--- src/rtl/compress_pkg.sv ---
// Shared types and register map for the compression sequencer.
package compress_pkg;

  typedef enum logic [1:0] {
    IDLE,
    ARMED,
    RUN,
    DONE_ST
  } state_t;

  localparam int CTRL_GO     = 0;
  localparam int CTRL_ABORT  = 1;
  localparam int CTRL_CONT   = 2;
  localparam int CTRL_IRQ_EN = 3;

  localparam int STAT_BUSY = 0;
  localparam int STAT_DONE = 1;
  localparam int STAT_TMO  = 2;

  localparam logic [31:0] OFF_CTRL   = 32'd0;
  localparam logic [31:0] OFF_STATUS = 32'd1;
  localparam logic [31:0] OFF_WCNT   = 32'd2;

endpackage

--- src/rtl/compress_seq_regs.sv ---
// CPU-visible CTRL/STATUS/WCNT registers: decode, sticky flags with W1C, read mux.
// Optional COMPRESS_SEQ_IRQ_EN adds CTRL.IRQ_EN and a registered level interrupt.
module compress_seq_regs
  import compress_pkg::*;
#(
  parameter logic [31:0] BASE_ADDR = 32'h0000C008,
  parameter int          FCNT_W    = 8
) (
  input  logic              clk,
  input  logic              rst,
  input  logic [31:0]       addr,
  input  logic              re,
  input  logic              we,
  input  logic [31:0]       wdata,
  output logic [31:0]       rdata,
  output logic              hit,
  input  logic              busy,
  input  logic [FCNT_W-1:0] fcnt,
  input  logic [9:0]        wcnt,
  input  logic              set_done,
  input  logic              set_tmo,
  input  logic              clr_flags,
  output logic              go_req,
  output logic              abort_req,
  output logic              cont,
  output logic              irq
);

  logic sel_ctrl, sel_stat, sel_wcnt;
  logic wr_ctrl, wr_stat;
  logic done, tmo, irq_en;
  logic done_nxt, tmo_nxt, cont_nxt;
  logic [7:0] fcnt8;

  assign sel_ctrl = (addr == BASE_ADDR + OFF_CTRL);
  assign sel_stat = (addr == BASE_ADDR + OFF_STATUS);
  assign sel_wcnt = (addr == BASE_ADDR + OFF_WCNT);
  assign hit      = re & (sel_ctrl | sel_stat | sel_wcnt);
  assign wr_ctrl  = we & sel_ctrl;
  assign wr_stat  = we & sel_stat;

  assign go_req    = wr_ctrl & wdata[CTRL_GO];
  assign abort_req = wr_ctrl & wdata[CTRL_ABORT];
  assign fcnt8     = 8'(fcnt);

  // Hardware set is applied last so it beats a same-cycle W1C.
  always_comb begin
    done_nxt = done;
    tmo_nxt  = tmo;
    cont_nxt = wr_ctrl ? wdata[CTRL_CONT] : cont;
    if (clr_flags) begin
      done_nxt = 1'b0;
      tmo_nxt  = 1'b0;
    end
    if (wr_stat && wdata[STAT_DONE]) done_nxt = 1'b0;
    if (wr_stat && wdata[STAT_TMO])  tmo_nxt  = 1'b0;
    if (set_done) done_nxt = 1'b1;
    if (set_tmo)  tmo_nxt  = 1'b1;
  end

  always_ff @(posedge clk) begin
    if (rst) begin
      done <= 1'b0;
      tmo  <= 1'b0;
      cont <= 1'b0;
    end else begin
      done <= done_nxt;
      tmo  <= tmo_nxt;
      cont <= cont_nxt;
    end
  end

`ifdef COMPRESS_SEQ_IRQ_EN
  logic irq_en_nxt;
  logic unused_wdata;

  assign irq_en_nxt   = wr_ctrl ? wdata[CTRL_IRQ_EN] : irq_en;
  assign unused_wdata = ^wdata[31:4];

  // Built from next-state flags so irq rises with DONE/TMO, not a cycle later.
  always_ff @(posedge clk) begin
    if (rst) begin
      irq_en <= 1'b0;
      irq    <= 1'b0;
    end else begin
      irq_en <= irq_en_nxt;
      irq    <= irq_en_nxt & (done_nxt | tmo_nxt);
    end
  end
`else
  logic unused_wdata;

  assign irq_en       = 1'b0;
  assign irq          = 1'b0;
  assign unused_wdata = ^wdata[31:3];
`endif

  always_comb begin
    rdata = 32'd0;
    if (sel_ctrl)
      rdata = {28'd0, irq_en, cont, 1'b0, busy};
    else if (sel_stat)
      rdata = {16'd0, fcnt8, 5'd0, tmo, done, busy};
    else if (sel_wcnt)
      rdata = {22'd0, wcnt};
  end

endmodule

--- src/rtl/compress_seq.sv ---
// Capture sequencer: arms on GO/key, starts the compressor on SOF, counts pixel writes.
// Optional COMPRESS_SEQ_IRQ_EN enables the interrupt output (handled in compress_seq_regs).
module compress_seq
  import compress_pkg::*;
#(
  parameter logic [31:0] BASE_ADDR   = 32'h0000C008,
  parameter int          NPIX        = 784,
  parameter int          TIMEOUT_CYC = 2_000_000,
  parameter int          FCNT_W      = 8
) (
  input  logic        clk,
  input  logic        rst,
  input  logic [31:0] addr,
  input  logic        re,
  input  logic        we,
  input  logic [31:0] wdata,
  output logic [31:0] rdata,
  output logic        hit,
  input  logic        key_go,
  input  logic        frame_sof,
  input  logic        pix_wr,
  output logic        cmp_start,
  output logic        busy,
  output logic        irq
);

  localparam int             TW       = $clog2(TIMEOUT_CYC);
  localparam logic [TW-1:0]  TMO_LAST = TW'(TIMEOUT_CYC - 1);
  localparam logic [9:0]     NPIX_W   = 10'(NPIX);

  state_t            state;
  logic [9:0]        wcnt;
  logic [TW-1:0]     tmo_cnt;
  logic [FCNT_W-1:0] fcnt;
  logic go_req, abort_req, cont;
  logic start_any, clr_flags, tmo_hit, set_done;

  assign busy      = (state == ARMED) || (state == RUN);
  assign start_any = go_req | key_go;
  assign clr_flags = (state == IDLE) & start_any & ~abort_req;
  assign tmo_hit   = busy & (tmo_cnt == TMO_LAST) & ~abort_req;
  assign set_done  = (state == DONE_ST) & ~abort_req;

  compress_seq_regs #(
    .BASE_ADDR (BASE_ADDR),
    .FCNT_W    (FCNT_W)
  ) u_regs (
    .clk       (clk),
    .rst       (rst),
    .addr      (addr),
    .re        (re),
    .we        (we),
    .wdata     (wdata),
    .rdata     (rdata),
    .hit       (hit),
    .busy      (busy),
    .fcnt      (fcnt),
    .wcnt      (wcnt),
    .set_done  (set_done),
    .set_tmo   (tmo_hit),
    .clr_flags (clr_flags),
    .go_req    (go_req),
    .abort_req (abort_req),
    .cont      (cont),
    .irq       (irq)
  );

  // Abort beats timeout beats normal progress; re-arming restarts the per-frame budget.
  always_ff @(posedge clk) begin
    if (rst) begin
      state     <= IDLE;
      cmp_start <= 1'b0;
      wcnt      <= 10'd0;
      tmo_cnt   <= '0;
      fcnt      <= '0;
    end else begin
      cmp_start <= 1'b0;
      if (abort_req || tmo_hit) begin
        state <= IDLE;
      end else begin
        case (state)
          IDLE: begin
            if (start_any) begin
              state   <= ARMED;
              wcnt    <= 10'd0;
              tmo_cnt <= '0;
            end
          end
          ARMED: begin
            tmo_cnt <= tmo_cnt + TW'(1);
            if (frame_sof) begin
              state     <= RUN;
              cmp_start <= 1'b1;
            end
          end
          RUN: begin
            tmo_cnt <= tmo_cnt + TW'(1);
            if (pix_wr && (wcnt != NPIX_W)) begin
              wcnt <= wcnt + 10'd1;
              if (wcnt + 10'd1 == NPIX_W) state <= DONE_ST;
            end
          end
          DONE_ST: begin
            fcnt <= fcnt + FCNT_W'(1);
            if (cont) begin
              state   <= ARMED;
              wcnt    <= 10'd0;
              tmo_cnt <= '0;
            end else begin
              state <= IDLE;
            end
          end
          default: state <= IDLE;
        endcase
      end
    end
  end

endmodule

--- config.mk ---
export PLATFORM = sky130hd
export DESIGN_NAME = compress_seq
export DESIGN_NICKNAME = d
export VERILOG_FILES = /design/src/rtl/compress_pkg.sv /design/src/rtl/compress_seq_regs.sv /design/src/rtl/compress_seq.sv
export SDC_FILE = /design/constraint.sdc
export NUM_CORES = 1
export LEC_CHECK = 0
export ABC_AREA = 1
export CAP_MARGIN = 40
export CORE_UTILIZATION = 48
export DETAILED_ROUTE_END_ITERATION = 6
export HOLD_SLACK_MARGIN = 0.05
export PLACE_DENSITY = 0.82
export SETUP_SLACK_MARGIN = 0.3
export SLEW_MARGIN = 0
export SYNTH_ARGS = -nofsm -noshare
export SYNTH_HDL_FRONTEND = slang
export SYNTH_SLANG_ARGS = --single-unit
--- constraint.sdc ---
create_clock -name clk -period 2 [get_ports clk]
set_input_delay 0.2 -clock clk [delete_from_list [all_inputs] [get_ports clk]]
set_output_delay 0.2 -clock clk [all_outputs]
set_load 0.01 [all_outputs]
==> results.py, run 1 <==
metrics = {
    "outcome": {
        "outcome": "completed",
    },
    "logic_synthesis": {
        "synth.ff_latch_count": 45,
        "ys_warn_count": 0,
        "ys.flop_type": "dfxtp_1",
        "yosysSeqAreaShare_pct": 26.31,
        "synth_cell_types": 36,
        "syn_inst": 567,
        "synthArstFlopShare_pct": 0,
        "synthesis.area_um2": 3425,
        "synth_edf_count": 0,
        "synth_area_per_cell_um2": 6.040,
    },
    "floorplanning": {
        "core_area_um2": 6832,
        "num_rows": 30,
        "fp.dieArea_um2": 7476,
        "io-pin-count": 107,
        "die_h_um": 86.47,
        "start_util_pct": 50.13,
        "die_w_um": 86.47,
    },
    "critical_path": {
        "r2r_start": "state[0]",
        "worst_setup_path_start_kind": "register",
        "path_cells": "inv_2, ha_4, nand3_1, nor2_2, nand3_2, nand4_1, buf_6, nor2_8, nor2_1, nor2_1",
        "critical_path_arrival_ps": 1920,
        "cp.buffers_inverters": 2,
        "cp.required_ps": 2200,
        "crit_path_frequent_cell": "nor2_1",
        "crit_slowest_cell": "dfxtp_2",
        "max_stage_delay_ps": 370,
        "path_delay_family": "simple AND/OR/NAND/NOR gates",
        "cp-startpoint": "state[0]",
        "crit_fanout": 6,
        "cp-end-kind": "register",
        "worst-setup-path-type": "reg -> reg",
    },
    "sta": {
        "setup_violations": 0,
        "hold_viol": 0,
        "drv_slew": 0,
        "fin_skew_ps": 3.887,
        "fmax_mhz": 580.8,
        "hold_ws_ps": 470.6,
        "fin_tns_setup_ps": 0,
        "period_share_pct": 86.08,
        "period_needed_ps": 1722,
        "rsz0062_at_grt": "yes",
    },
    "power": {
        "ir_drop_mv": 0.3778,
        "total_power_mw": 3.781,
        "internal-power_mw": 2.140,
        "p_sw_share_pct": 43.40,
        "p_sw_mw": 1.641,
        "pwr_density_cell_nw_per_um2": 836.7,
        "pwr-share-clk_pct": 18.3,
        "cellLeakagePower_nw": 1.893,
        "seq_power_share_pct": 33.1,
        "combinationalPowerShare_pct": 48.6,
    },
    "cts": {
        "cts_tree": "yes",
        "worstSkewPairLatency_ps": 300,
        "cts_made_buffers": 5,
        "path_clk_slew_ps": 90,
        "cts_buffer_depth": 2,
        "cts_sinks": 45,
        "hold_buffers": 0,
        "htreeDepth": 2,
        "clock-root-buffer": "clkbuf_8",
    },
    "placed_design": {
        "port_buffers": 60,
        "dp.cells": 737,
        "place.gp.congestion": 0.9429,
        "dp_hpwl_mm": 7.021,
    },
    "routing": {
        "drt_iter0_drc": 224,
        "drt-total-wl_mm": 9.710,
        "via_per_inst": 5.077,
        "dr_total_vias": 3833,
        "drcViolationCount": 0,
        "first_pass_iters": 4,
        "ant_nets": 0,
        "wl_per_cell_um": 12.86,
    },
    "finish": {
        "diodes": 0,
        "instances_no_fill": 755,
        "syn2layout_area_growth_pct": 31.97,
        "fin_nets": 740,
        "layout-drive-gt1-share_pct": 26.71,
    },
    "global_route": {
        "grt_overflow_total": 0,
        "grt_pass1_vias": 3524,
        "grt_max_degree": 22,
        "antenna_found_initial": 0,
        "track_usage_pct": 26.30,
        "grt_first_pass_wirelength_mm": 15.83,
    },
    "flow_run": {
        "maxCapViolations": 0,
    },
    "worst_hold_path": {
        "worstHoldStart": "fcnt[7]",
        "worstHoldPathType": "reg -> reg",
    },
}
-- routing by layer --
metal,vias to the layer above,share of wire (%),track usage [%]
li1,1941,-,-
met1,1795,42,30.50
met3,15,3.8,4.667
met5,-,0,0
met2,82,52,49.35
met4,0,1.8,7.121
-- metrics by stage --
| stage | util, % | area [um2] | worst slack [ps] |
|---|---|---|---|
| floorplan | - | 3497 | 303.6 |
| global placement | 62.09 | 4242 | -408.9 |
| detailed placement | 62.09 | 4242 | -450.8 |
| CTS | 63.17 | 4315 | 293.7 |
| global route | 66.15 | 4519 | 126.0 |
| finish | 66.15 | 4519 | 278.3 |
-- worst register-to-register path: cells and delay by family (launching register included) --
| kind | cells | cell delay, ps |
|---|---|---|
| AND/OR/NAND/NOR | 7 | 730 |
| flip-flops | 1 | 370 |
| adder cells (fa/ha/maj) | 1 | 290 |
| buffers and inverters | 2 | 240 |
-- path summary, 6_finish.rpt --
check | cells past startpoint | end | slack (ps)
setup / recovery | 10 | wcnt[2] | 280
hold / removal | 2 | fcnt[7] | 470
setup reg to reg | 10 | wcnt[2] | 280
hold reg to reg | 2 | fcnt[7] | 470
-- sequential cells by signal, summed over array words and instances (netlist names) --
register,flops
cmp_start,1
fcnt,8
state,2
tmo_cnt,21
u_regs.cont,1
u_regs.done,1
u_regs.tmo,1
wcnt,10
-- layout by cell type (no fill, tap or decap), drive strengths merged --
cell             n
nor3            11
and3             1
nand2          143
nand3           67
conb            17
nor3b            2
a211oi           1
nor2           120
o22ai            1
o211ai           1
bufinv           1
ha              10
o21ai           10
a21oi           35
dlygate4sd2      2
xnor2            6
clkbuf          10
clkdlybuf4s50   10
dfxtp           45
buf             83
or2              1
inv             60
clkinv           2
o31ai            1
nand4            8
xor2            11
-- synth_stat cells, types with 3 or more instances --
master	n	area [um2]
a21oi_1	35	175.2
buf_2	3	15.01
buf_4	20	150.1
clkbuf_1	6	22.52
dfxtp_1	45	900.9
ha_1	10	125.1
inv_1	58	217.7
nand2_1	140	525.5
nand3_1	63	315.3
nand4_1	8	50.05
nor2_1	113	424.2
nor2_2	4	25.02
nor3_1	9	45.04
o21ai_0	10	50.05
xnor2_1	6	52.55
xor2_1	11	96.34
-- layout make-up --
class / instances / area [um2]
Clock buffer: 5 / 68.82
Clock inverter: 2 / 35.03
Fill cell: 621 / 2312
Inverter: 61 / 230.2
Multi-Input combinational cell: 446 / 2395
Sequential cell: 45 / 915.9
Tap cell: 96 / 120.1
Timing Repair Buffer: 100 / 754.5
-- cell families after synthesis --
| kind of cell | share of synthesized area [%] |
|---|---|
| simple gates | 45.23 |
| flops | 26.31 |
| fa+ha+maj | 3.654 |
| other cells | 0.1095 |
| compound gates | 7.417 |
| xor+xnor | 4.348 |
| buf+inv | 12.93 |
-- repair_timing --
item	4_1_cts	5_1_grt
cloned	1	0
gates resized for setup	194	70
pin swaps	49	40
setup buffers	6	4
endpoints found under the setup margin	62	59
-- power by group through the flow --
stage,registers [mW],logic [mW],clock network (mW)
6_report,1.25,1.84,0.692
5_1_grt,1.27,2.02,0.733
4_1_cts,1.22,1.72,0.693
3_5_place_dp,1.23,1.61,0
3_3_place_gp,1.22,1.56,0
2_1_floorplan,1.19,1.14,0
Power figures use the tool's default switching activity.
==> run 2: changes to the inputs <==
--- a/config.mk
+++ b/config.mk
@@ -7,10 +7,12 @@
 export LEC_CHECK = 0
 export ABC_AREA = 1
 export CAP_MARGIN = 40
-export CORE_UTILIZATION = 48
+export CELL_PAD_IN_SITES_DETAIL_PLACEMENT = 0
+export CELL_PAD_IN_SITES_GLOBAL_PLACEMENT = 1
+export CORE_UTILIZATION = 32
 export DETAILED_ROUTE_END_ITERATION = 6
 export HOLD_SLACK_MARGIN = 0.05
-export PLACE_DENSITY = 0.82
+export PLACE_DENSITY_LB_ADDON = 0.1
 export SETUP_SLACK_MARGIN = 0.3
 export SLEW_MARGIN = 0
 export SYNTH_ARGS = -nofsm -noshare
==> results.py, run 2 (synthesized netlist as in run 1, its figures left out) <==
metrics = {
    "power": {
        "cellLeakagePower_nw": 2.183,
        "pwr-share-clk_pct": 17.4,
        "combinationalPowerShare_pct": 54.5,
        "ir_drop_mv": 0.3592,
        "pwr_density_cell_nw_per_um2": 820.0,
        "seq_power_share_pct": 28.1,
        "p_sw_mw": 1.897,
        "total_power_mw": 4.367,
        "p_sw_share_pct": 43.45,
        "internal-power_mw": 2.470,
    },
    "finish": {
        "reg.largest.list": "tmo_cnt x21, wcnt x10, fcnt x8",
        "fin_util_pct": 51.35,
        "top_register": "tmo_cnt",
        "final_cell_mix": "nand2_1 (121), nor2_1 (85), buf_4 (48)",
        "syn2layout_area_growth_pct": 55.50,
        "layout-drive-gt1-share_pct": 39.02,
        "largest_reg_flops": 21,
        "fin_nets": 772,
        "final_common_cell": "nand2_1",
        "diodes": 0,
        "instances_no_fill": 828,
    },
    "critical_path": {
        "critical_path_arrival_ps": 1950,
        "max_stage_delay_ps": 370,
        "cp-end-kind": "register",
        "worst-setup-path-type": "reg -> reg",
        "crit_path_frequent_cell": "nand3_4",
        "crit_slowest_cell": "dfxtp_4",
        "worst_setup_path_start_kind": "register",
        "cp.required_ps": 2240,
        "path_cells": "inv_2, ha_4, nand3_4, nor2_4, nand3_4, nand3_4, buf_6, nor2_2, buf_12, nand3_1, nand2_1, nor2_1",
        "crit_fanout": 10,
    },
    "sta": {
        "worst_slack_ps": 295.5,
        "tightestPinTransition_ps": 521.3,
        "period_needed_ps": 1705,
        "fmax_mhz": 586.7,
        "setup_violations": 0,
        "hold_viol": 0,
        "period_share_pct": 85.23,
        "fin_tns_setup_ps": 0,
        "drv_slew": 0,
        "rsz0062_at_grt": "yes",
        "fin_skew_ps": 6.664,
        "relSlewSlack_pct": 64.98,
    },
    "routing": {
        "via_per_inst": 4.618,
        "dr_total_vias": 3824,
        "drt-total-wl_mm": 11.16,
        "drcViolationCount": 0,
        "wl_per_cell_um": 13.47,
        "first_pass_iters": 4,
        "drt_iter0_drc": 119,
        "ant_nets": 0,
    },
    "cts": {
        "cts_buffer_depth": 2,
        "htreeDepth": 2,
        "clock-root-buffer": "clkbuf_8",
        "worstSkewPairLatency_ps": 310,
        "path_clk_slew_ps": 90,
        "hold_buffers": 0,
        "cts_tree": "yes",
        "cts_made_buffers": 5,
        "cts_sinks": 45,
    },
    "placed_design": {
        "pre_cts_slack_ps": -477.8,
        "dp_hpwl_mm": 7.527,
        "place.gp.congestion": 0.8038,
        "dp.cells": 785,
        "port_buffers": 60,
    },
    "global_route": {
        "grt_first_pass_wirelength_mm": 17.04,
        "grt_max_degree": 22,
        "antenna_found_initial": 0,
        "grt_overflow_total": 0,
        "grt_pass1_vias": 3626,
        "track_usage_pct": 18.92,
    },
    "floorplanning": {
        "core_area_um2": 10370,
        "num_rows": 37,
        "die_w_um": 105.5,
        "fp.dieArea_um2": 11120,
        "io-pin-count": 107,
        "die_h_um": 105.5,
        "start_util_pct": 33.02,
    },
    "outcome": {
        "outcome": "completed",
    },
    "flow_run": {
        "maxCapViolations": 0,
    },
    "worst_hold_path": {
        "worstHoldPathType": "reg -> reg",
    },
}
-- run 2: changes by cell type in the layout (fill, tap and decap cells not counted), moves of 5 or more --
cell | previous run | this run
a21oi_1 | 32 | 22
nor2_1 | 91 | 85
buf_6 | 15 | 33
buf_4 | 31 | 48
buf_2 | 35 | 26
nand2_2 | 8 | 18
nand3_4 | 3 | 9
inv_1 | 48 | 42
dfxtp_1 | 37 | 32
clkbuf_2 | 5 | 0
nand3_2 | 5 | 19
nand2_1 | 133 | 121
nand3_1 | 59 | 40
a21oi_2 | 2 | 13
-- run 2: repair_timing --
item                       4_1_cts  5_1_grt
pin swaps                       47       68
gates cloned                     2        5
gates resized for setup        222      146
setup endpoints to repair       61       54
setup buffers                   14       14
-- run 2: cell type report --
type / count / area [um2]
flip-flops and latches: 45 / 927.1
clock buffers: 6 / 82.58
inverters: 61 / 244.0
well taps: 136 / 170.2
fillers: 1050 / 5045
multi-input cells: 449 / 2716
repair inverters: 1 / 8.758
clock inverters: 2 / 37.54
repair buffers: 128 / 1139
-- run 2: power groups by stage --
stage	Clock [mW]	Sequential [mW]	Combinational (mW)
finish	0.760	1.23	2.38
global route	0.822	1.25	2.61
CTS	0.787	1.21	1.92
detailed placement	0	1.21	1.77
global placement	0	1.20	1.77
floorplan	0	1.19	1.14
-- run 2: worst paths after layout --
check             startpoint       to  slack (ps)  cells past startpoint
setup / recovery    state[0]  wcnt[0]         300                     12
setup reg to reg    state[0]  wcnt[0]         300                     12
hold / removal       fcnt[7]  fcnt[7]         460                      2
hold reg to reg      fcnt[7]  fcnt[7]         460                      2
-- run 2: critical path, delay by kind of cell, from the launching register on --
kind                       cells  cell delay, ps
buffers and inverters          3             280
DFF                            1             370
adders and majority gates      1             280
and+or+nand+nor                8             700
-- run 2: layer usage --
| metal | track usage (%) | part of all wire, % | up-vias |
|---|---|---|---|
| li1 | - | - | 2016 |
| met1 | 23.46 | 46 | 1740 |
| met3 | 2.288 | 3.0 | 5 |
| met5 | 0 | 0 | - |
| met2 | 35.10 | 50 | 63 |
| met4 | 3.320 | 0.51 | 0 |
-- run 2: per-stage QoR --
step	instance area, um2	hold slack [ps]
floorplan	3497	359.2
global placement	4352	447.8
detailed placement	4352	452.5
CTS	4583	467.5
global route	5325	504.8
finish	5325	464.6
==> run 3: changes to the inputs <==
--- a/config.mk
+++ b/config.mk
@@ -6,7 +6,6 @@
 export NUM_CORES = 1
 export LEC_CHECK = 0
 export ABC_AREA = 1
-export CAP_MARGIN = 40
 export CELL_PAD_IN_SITES_DETAIL_PLACEMENT = 0
 export CELL_PAD_IN_SITES_GLOBAL_PLACEMENT = 1
 export CORE_UTILIZATION = 32
==> results of run 3 <==
Same layout as run 2: the final DEF is identical, and so are final timing and power.
